==> src/rtl/bp_sound_mailbox.sv <==
// bp_sound_mailbox: main-to-sound command mailbox with NMI sequencing and DIP echo.
// Define BP_SNDCMD_FIFO_EN for the queued/gap mode; otherwise a single latch.
module bp_sound_mailbox #(
  parameter int FIFO_DEPTH = 4,
  parameter int NMI_GAP = 8
) (
  input  logic       clk_49m,
  input  logic       reset,
  input  logic [7:0] cmd_data,
  input  logic       cmd_wr,
  input  logic       snd_rd,
  output logic [7:0] snd_cmd,
  output logic       snd_nmi_n,
  output logic       cmd_pending,
  output logic       cmd_overflow,
  input  logic [7:0] dip_default,
  input  logic       snd_dip_wr,
  input  logic [7:0] snd_dip_data,
  output logic [7:0] dipsw_readback,
  output logic       dip_valid
);
  typedef enum logic [1:0] {IDLE, ASSERT, GAP} state_t;
  state_t r_state, w_next;
  logic [7:0] r_snd_cmd, w_snd_cmd, r_dip;
  logic r_nmi_n, r_pend, r_ovf, w_ovf, r_dip_valid;
  always_ff @(posedge clk_49m) begin
    if (reset) begin
      r_state <= IDLE;
      r_snd_cmd <= 8'h00;
      r_nmi_n <= 1'b1;
      r_pend <= 1'b0;
      r_ovf <= 1'b0;
    end else begin
      r_state <= w_next;
      r_snd_cmd <= w_snd_cmd;
      r_nmi_n <= w_next != ASSERT;
      r_pend <= w_next == ASSERT;
      r_ovf <= r_ovf | w_ovf;
    end
  end
`ifdef BP_SNDCMD_FIFO_EN
  localparam int AW = $clog2(FIFO_DEPTH);
  logic [7:0] r_mem [FIFO_DEPTH];
  logic [AW-1:0] r_wp, r_rp;
  logic [AW:0] r_cnt;
  logic [7:0] r_next, r_gap, w_head;
  logic w_has, w_rd, w_pop, w_byp, w_push;
  // r_next stages the head popped at the read, so the freed slot can take a
  // same-cycle write while snd_cmd stays put until the gap expires.
  assign w_head = r_mem[r_rp];
  assign w_has = r_cnt != '0;
  assign w_rd = r_state == ASSERT && snd_rd;
  assign w_pop = w_has && (r_state == IDLE || w_rd);
  assign w_byp = cmd_wr && !w_has && (r_state == IDLE || w_rd);
  assign w_push = cmd_wr && !w_byp && (r_cnt != (AW+1)'(FIFO_DEPTH) || w_pop);
  assign w_ovf = cmd_wr && !w_byp && !w_push;
  always_comb begin
    w_next = r_state;
    w_snd_cmd = r_snd_cmd;
    if (r_state == IDLE && (w_has || cmd_wr)) begin
      w_next = ASSERT;
      w_snd_cmd = w_has ? w_head : cmd_data;
    end else if (w_rd) begin
      w_next = (w_has || cmd_wr) ? GAP : IDLE;
    end else if (r_state == GAP && r_gap == 8'd0) begin
      w_next = ASSERT;
      w_snd_cmd = r_next;
    end
  end
  always_ff @(posedge clk_49m) begin
    if (reset) begin
      r_wp <= '0;
      r_rp <= '0;
      r_cnt <= '0;
      r_next <= 8'h00;
      r_gap <= 8'h00;
    end else begin
      if (w_push) begin
        r_mem[r_wp] <= cmd_data;
        r_wp <= r_wp + 1'b1;
      end
      if (w_pop) r_rp <= r_rp + 1'b1;
      r_cnt <= r_cnt + (AW+1)'(w_push) - (AW+1)'(w_pop);
      if (w_rd) begin
        r_next <= w_has ? w_head : cmd_data;
        r_gap <= 8'(NMI_GAP - 1);
      end else if (r_state == GAP) begin
        r_gap <= r_gap - 8'd1;
      end
    end
  end
`else
  logic [7:0] w_unused;
  assign w_unused = 8'(FIFO_DEPTH) ^ 8'(NMI_GAP);
  // A write on top of an unread command overwrites it; a write together with
  // the read is a fresh command, so it is not counted as an overflow.
  assign w_ovf = cmd_wr && r_state == ASSERT && !snd_rd;
  always_comb begin
    w_next = r_state;
    w_snd_cmd = r_snd_cmd;
    if (cmd_wr) begin
      w_next = ASSERT;
      w_snd_cmd = cmd_data;
    end else if (r_state == ASSERT && snd_rd) begin
      w_next = IDLE;
    end
  end
`endif
  always_ff @(posedge clk_49m) begin
    if (reset) begin
      r_dip <= 8'h00;
      r_dip_valid <= 1'b0;
    end else if (snd_dip_wr) begin
      r_dip <= snd_dip_data;
      r_dip_valid <= 1'b1;
    end
  end
  assign snd_cmd = r_snd_cmd;
  assign snd_nmi_n = r_nmi_n;
  assign cmd_pending = r_pend;
  assign cmd_overflow = r_ovf;
  assign dip_valid = r_dip_valid;
  assign dipsw_readback = r_dip_valid ? r_dip : dip_default;
endmodule

==> config.mk <==
export PLATFORM = sky130hd
export DESIGN_NAME = bp_sound_mailbox
export DESIGN_NICKNAME = d
export VERILOG_FILES = /design/src/rtl/bp_sound_mailbox.sv
export SDC_FILE = /design/constraint.sdc
export NUM_CORES = 1
export LEC_CHECK = 0
export CAP_MARGIN = 20
export CORE_UTILIZATION = 32
export DETAILED_ROUTE_END_ITERATION = 6
export PLACE_DENSITY = 0.75
export SETUP_SLACK_MARGIN = 0.02
export SLEW_MARGIN = 20
export SYNTH_ARGS = -nofsm -noshare
export SYNTH_HDL_FRONTEND = slang
export SYNTH_SLANG_ARGS = --single-unit
==> constraint.sdc <==
create_clock -name clk_49m -period 2.13 [get_ports clk_49m]
set_input_delay 0.426 -clock clk_49m [delete_from_list [all_inputs] [get_ports clk_49m]]
set_output_delay 0.426 -clock clk_49m [all_outputs]
set_load 0.02 [all_outputs]
==> results.yml, run 1 <==
cts:
  clk_pin_slew_ps: 110
  clock_latency_ps: 290
  cts.sinks: 22
  cts-root-buf: "clkbuf_4"
  htree_levels: 1
  cts_setup_buffers: 0
  ctsHoldBuffers: 0
  cts_tree: "done"
  clock_path_buffers: 2
  cts_resized: 2
  cts_inserted_buffers: 3
finish:
  most-common-layout-cells: "47 x clkdlybuf4s50_1, 22 x nor2_1, 21 x dfxtp_1, 16 x mux2i_1, 8 x mux2_2"
  seqCellArea_um2: 444
  area_growth_syn_to_layout_pct: 60.1
  antennaDiodeCount: 0
  drive_gt1_frac: 0.111
  final_common_cell: "clkdlybuf4s50_1"
  nFillCells: 239
  final_util: 0.548
  multi_input_comb_area_um2: 375
  nets: 157
power:
  swShare: 0.250
  powerDensity_mw_per_mm2: 606
  p_clk_frac: 0.213
  p_int_mw: 0.623
  seqPwrFrac: 0.541
  p_sw_mw: 0.207
  comb_power_share: 0.246
  p_leak_nw: 0.577
  ir_drop_mv: 0.400
floorplanning:
  die_w_um: 53.7
  core_mm2: 0.00250
  start_util: 0.342
  fp.dieH_um: 53.7
  dieArea_mm2: 0.00289
  num_io_pins: 49
  fp-row-count: 18
critical_path:
  path_delay_family: "buffers and inverters"
  cp.depth: 3
  critPathBufInv: 2
  crit_required_ps: 1700
  worstReg2RegEnd: "snd_nmi_n"
  crit_arrival_ps: 1630
  cp_slowest_stage_delay_ps: 540
  crit_start: "dip_default[5]"
  critical_path.max_fanout: 1
  critical_path.startpoint_type: "input port"
  path_cells: "clkdlybuf4s50_1 > mux2_2 > clkdlybuf4s50_1"
  cpMaxStageDelayCell: "clkdlybuf4s50_1"
  crit_top_cell: "clkdlybuf4s50_1"
  ff2ff_path_depth: 3
  r2r-start: "r_state[1]"
  endpoint: "dipsw_readback[5]"
  critPathKind: "input port to primary output"
  crit_path_end_kind: "primary output"
  rrSetupSlack_ps: 1180
detailed_routing:
  ant_nets: 0
  drtPass1Iterations: 2
  wire_per_inst_um: 12.1
  wirelength_um: 1890
  drt_drc_violations_left: 0
  post_drt_via_cell_ratio: 4.64
  drt_iter0_markers: 5
  dr_total_vias: 724
placed_design:
  io_buffers: 48
  place_congestion: 0.616
  post-dp-hpwl_um: 1430
logic_synthesis:
  synth_simple_gate_area_frac: 0.135
  synth_top_family_by_area: "multiplexers"
  synth.distinct_cells: 12
  yosysWarnings: 0
  syn_avg_cell_area_um2: 10.8
  synth-xor-area-share: 0
  syn_area_um2: 856
  synthAdderAreaFrac: 0
  syn-num-nets: 108
  syn_inst: 79
  synth_compound_area_frac: 0.0117
  synthMuxAreaShare: 0.292
  ys_seq_area_frac: 0.515
  ys_ff_latch: 22
global_routing:
  overflow: 0
  grt_pass1_vias: 766
  antenna_found_initial: 0
  grt_start_max_net_pins: 17
  grt_first_pass_wirelength_um: 3120
  grt_usage: 0.152
timing:
  worst_pin_slew_ps: 583
  slew_headroom: 0.610
  min_period_over_period: 0.966
  timing.setup.tns_ps: 0
  clock.fmax_mhz: 486
  hold_viol_final: 0
  period_needed_ps: 2060
  fin_skew_ps: 2.86
  drv_slew: 0
  setup_violations: 0
  rsz0062_at_grt: "no"
outcome:
  status: "complete, no violations"
run:
  maxCapViolCount: 0
worst_hold_path:
  worst_hold_path_type: "register to register"
## how the worst min path moves through the flow
stage	startpoint	to	slack, ps	cells after the start
after floorplan	r_state[0]	r_state[0]	450	2
after CTS	r_state[1]	r_state[1]	510	1
final	r_dip[6]	r_dip[6]	500	2
after global placement	cmd_overflow	cmd_overflow	450	2
after global routing	r_state[1]	r_state[1]	530	1
after detailed placement	r_dip[6]	r_dip[6]	480	2
## final cells by class
class	count	share of cell area
Tap cell	30	0.0274
Clock buffer	3	0.0164
Multi-Input combinational cell	52	0.274
Sequential cell	22	0.324
Timing Repair Buffer	49	0.358
## through the flow
| step | total power, mW | setup slack (ps) | area [um2] | hold WS, ps | cells |
|---|---|---|---|---|---|
| final | 0.830 | 72.9 | 1370 | 500 | 156 |
| after global routing | 0.879 | 23.7 | 1370 | 529 | 156 |
| after CTS | 0.842 | 57.1 | 1370 | 507 | 156 |
| after detailed placement | 0.665 | 70.6 | 1340 | 482 | 153 |
| after global placement | 0.659 | 88.5 | 1340 | 451 | 153 |
| after floorplan | 0.555 | 718 | 856 | 446 | 79 |
## cells in the mapped netlist
cell type | n | share of area
nor3b_1 | 1 | 0.0088
or2_1 | 1 | 0.0073
mux2_2 | 8 | 0.11
a21oi_1 | 2 | 0.012
buf_2 | 2 | 0.012
dfxtp_1 | 22 | 0.51
buf_6 | 2 | 0.026
buf_4 | 1 | 0.0088
nand2b_1 | 1 | 0.0073
nor2_1 | 22 | 0.096
mux2i_1 | 16 | 0.19
nor3b_2 | 1 | 0.015
## flip-flops by register name, summed over array words and instances (netlist names)
register      cells
cmd_overflow      1
cmd_pending       1
dip_valid         1
r_dip             8
r_state           2
snd_cmd           8
snd_nmi_n         1
## kinds of logic (layout without fill, tap and decap cells)
| group | after synthesis | in the layout |
|---|---|---|
| AND/OR/NAND/NOR | 26 | 26 |
| multiplexers | 24 | 24 |
| flip-flops | 22 | 22 |
| buffers and inverters | 5 | 52 |
| AO/OA/AOI/OAI | 2 | 2 |
## power groups by stage
stage | clock network (mW) | logic [mW] | registers (mW)
after floorplan | 0 | 0.0849 | 0.470
after global placement | 0 | 0.201 | 0.458
after detailed placement | 0 | 0.206 | 0.459
after CTS | 0.185 | 0.207 | 0.450
after global routing | 0.207 | 0.219 | 0.453
final | 0.177 | 0.204 | 0.449
## tightest hold or removal path: cells and delay by family (launching register included)
kind	cells	cell delay (ps)
mux	1	60
simple gates	1	70
flops	1	340
## per-layer routing
metal	vias to the layer above	global-route usage	part of all wire
li1	361	-	-
met1	321	0.153	0.41
met2	38	0.290	0.48
met3	4	0.0424	0.097
met4	0	0.0526	0.010
met5	-	0	0
Power figures use the tool's default switching activity.
==> run 2, diff against run 1 <==
==> constraint.sdc (replaced) <==
create_clock -name clk_49m -period 2 [get_ports clk_49m]
set_input_delay 0.4 -clock clk_49m [delete_from_list [all_inputs] [get_ports clk_49m]]
set_output_delay 0.4 -clock clk_49m [all_outputs]
set_load 0.02 [all_outputs]
==> run 2 against run 1 <==
Against the previous run: register-to-register slack got worse by 110 ps; global-route usage increased by 0.24 points; highest routed layer unchanged; clock skew decreased by 1.4 ps; largest power group unchanged; final area increased by 2.6%; die area unchanged; worst hold slack improved by 12 ps; cell count increased by 3.8%; wire length increased by 2.9%; non-clock buffer count increased by 5; flip-flop and latch count unchanged.
==> results.yml, run 2 (synthesis results as in run 1) <==
cts:
  clock_path_buffers: 2
  cts-root-buf: "clkbuf_4"
  clk_pin_slew_ps: 120
  cts_inserted_buffers: 3
  htree_levels: 1
  cts.sinks: 22
  clock_latency_ps: 310
  cts_tree: "done"
critical_path:
  rrSetupSlack_ps: 1070
  crit_arrival_ps: 1460
  critical_path.max_fanout: 6
  cpMaxStageDelayCell: "dfxtp_1"
  crit_required_ps: 1600
  r2r-start: "r_state[1]"
  cp_slowest_stage_delay_ps: 350
  ff2ff_path_depth: 3
  critPathKind: "register to primary output"
  worstReg2RegEnd: "snd_nmi_n"
  critical_path.startpoint_type: "register"
  path_cells: "buf_4 > mux2_2 > dlygate4sd2_1"
  crit_path_end_kind: "primary output"
finish:
  area_growth_syn_to_layout_pct: 64.2
  nets: 162
  most-common-layout-cells: "40 x clkdlybuf4s50_1, 22 x nor2_1, 22 x dfxtp_1, 16 x mux2i_1"
  antennaDiodeCount: 0
  nFillCells: 240
  final_common_cell: "clkdlybuf4s50_1"
  final_util: 0.562
  final_cells: 162
  seqCellArea_um2: 440
  drive_gt1_frac: 0.144
  multi_input_comb_area_um2: 375
timing:
  min_period_over_period: 0.932
  rsz0062_at_grt: "no"
  worst_pin_slew_ps: 361
  period_needed_ps: 1860
  clock.fmax_mhz: 537
  timing.setup.tns_ps: 0
  fin_skew_ps: 1.45
  hold_viol_final: 0
  slew_headroom: 0.759
  drv_slew: 0
  setup_violations: 0
detailed_routing:
  post_drt_via_cell_ratio: 4.62
  drt_drc_violations_left: 0
  ant_nets: 0
  wire_per_inst_um: 12.0
  dr_total_vias: 749
  drtPass1Iterations: 2
  drt_iter0_markers: 2
  wirelength_um: 1950
global_routing:
  top_usage_layer: "met2"
  gr-usage-met1: 0.148
  grt_usage: 0.154
  grt_first_pass_wirelength_um: 3130
  grt_start_max_net_pins: 13
  grt_pass1_vias: 794
  use_met3: 0.0480
  use_met2: 0.288
  overflow: 0
  antenna_found_initial: 0
floorplanning:
  die_w_um: 53.7
  core_mm2: 0.00250
  num_io_pins: 49
  fp-row-count: 18
  fp.dieH_um: 53.7
  dieArea_mm2: 0.00289
  start_util: 0.342
worst_hold_path:
  hold_path_end: "r_dip[6]"
  whs_path_depth: 2
  hold_start: "r_dip[6]"
  worst_hold_path_type: "register to register"
placed_design:
  dp_cells: 158
  io_buffers: 48
  post-dp-hpwl_um: 1500
  place_congestion: 0.631
power:
  powerDensity_mw_per_mm2: 670
  p_leak_nw: 0.614
  ir_drop_mv: 0.566
outcome:
  status: "complete, no violations"
run:
  maxCapViolCount: 0
## run 2: changes by cell type in the layout (fill, tap and decap cells not counted)
cell             previous run  this run
buf_4                       1         6
clkbuf_8                    0         1
clkdlybuf4s50_1            47        40
dfxtp_1                    21        22
dfxtp_4                     1         0
dlygate4sd2_1               0         8
dlymetal6s2s_1              1         0
## run 2: through the flow
step / cell area, um2 / power (mW) / hold WS [ps] / worst slack, ps
2_1_floorplan: 856 / 0.591 / 446 / 614
3_3_place_gp: 1380 / 0.710 / 452 / 11.8
3_5_place_dp: 1380 / 0.716 / 486 / -15.3
4_1_cts: 1410 / 0.954 / 518 / 113
5_1_grt: 1410 / 0.996 / 544 / 52.6
6_report: 1410 / 0.941 / 512 / 136
## run 2: final cells by class
| cell class | instances | area share |
|---|---|---|
| repair buffers | 54 | 0.367 |
| flip-flops and latches | 22 | 0.313 |
| multi-input cells | 52 | 0.267 |
| well taps | 30 | 0.0267 |
| clock buffers | 4 | 0.0258 |
## run 2: timing repair
item | in CTS | in global routing
buffers inserted | 0 | 0
hold buffers | 0 | 0
resized for setup | 8 | 0
endpoints found under the setup margin | 8 | 0
## run 2: where the power goes
part / internal (mW) / switching, mW
sequential: 0.463 / 0.0113
clock: 0.111 / 0.137
combinational: 0.128 / 0.0912
## run 2: worst max-delay path by stage
stage	start	end	slack, ps	cells past startpoint
3_5_place_dp	dip_default[4]	dipsw_readback[4]	-20	3
2_1_floorplan	dip_valid	dipsw_readback[0]	610	2
4_1_cts	dip_valid	dipsw_readback[5]	110	3
3_3_place_gp	dip_default[7]	dipsw_readback[7]	10	3
5_1_grt	dip_valid	dipsw_readback[4]	50	3
6_report	dip_valid	dipsw_readback[5]	140	3
## run 2: critical path: cells and delay by family (launching register included)
kind	cells	cell delay, ps
muxes	1	330
DFF	1	350
buffers and inverters	2	470
## run 2: routing by layer
layer / routed length (um) / up-vias
li1: - / 367
met1: 801 / 340
met2: 910 / 39
met3: 205 / 3
met4: 31 / 0
met5: 0 / -
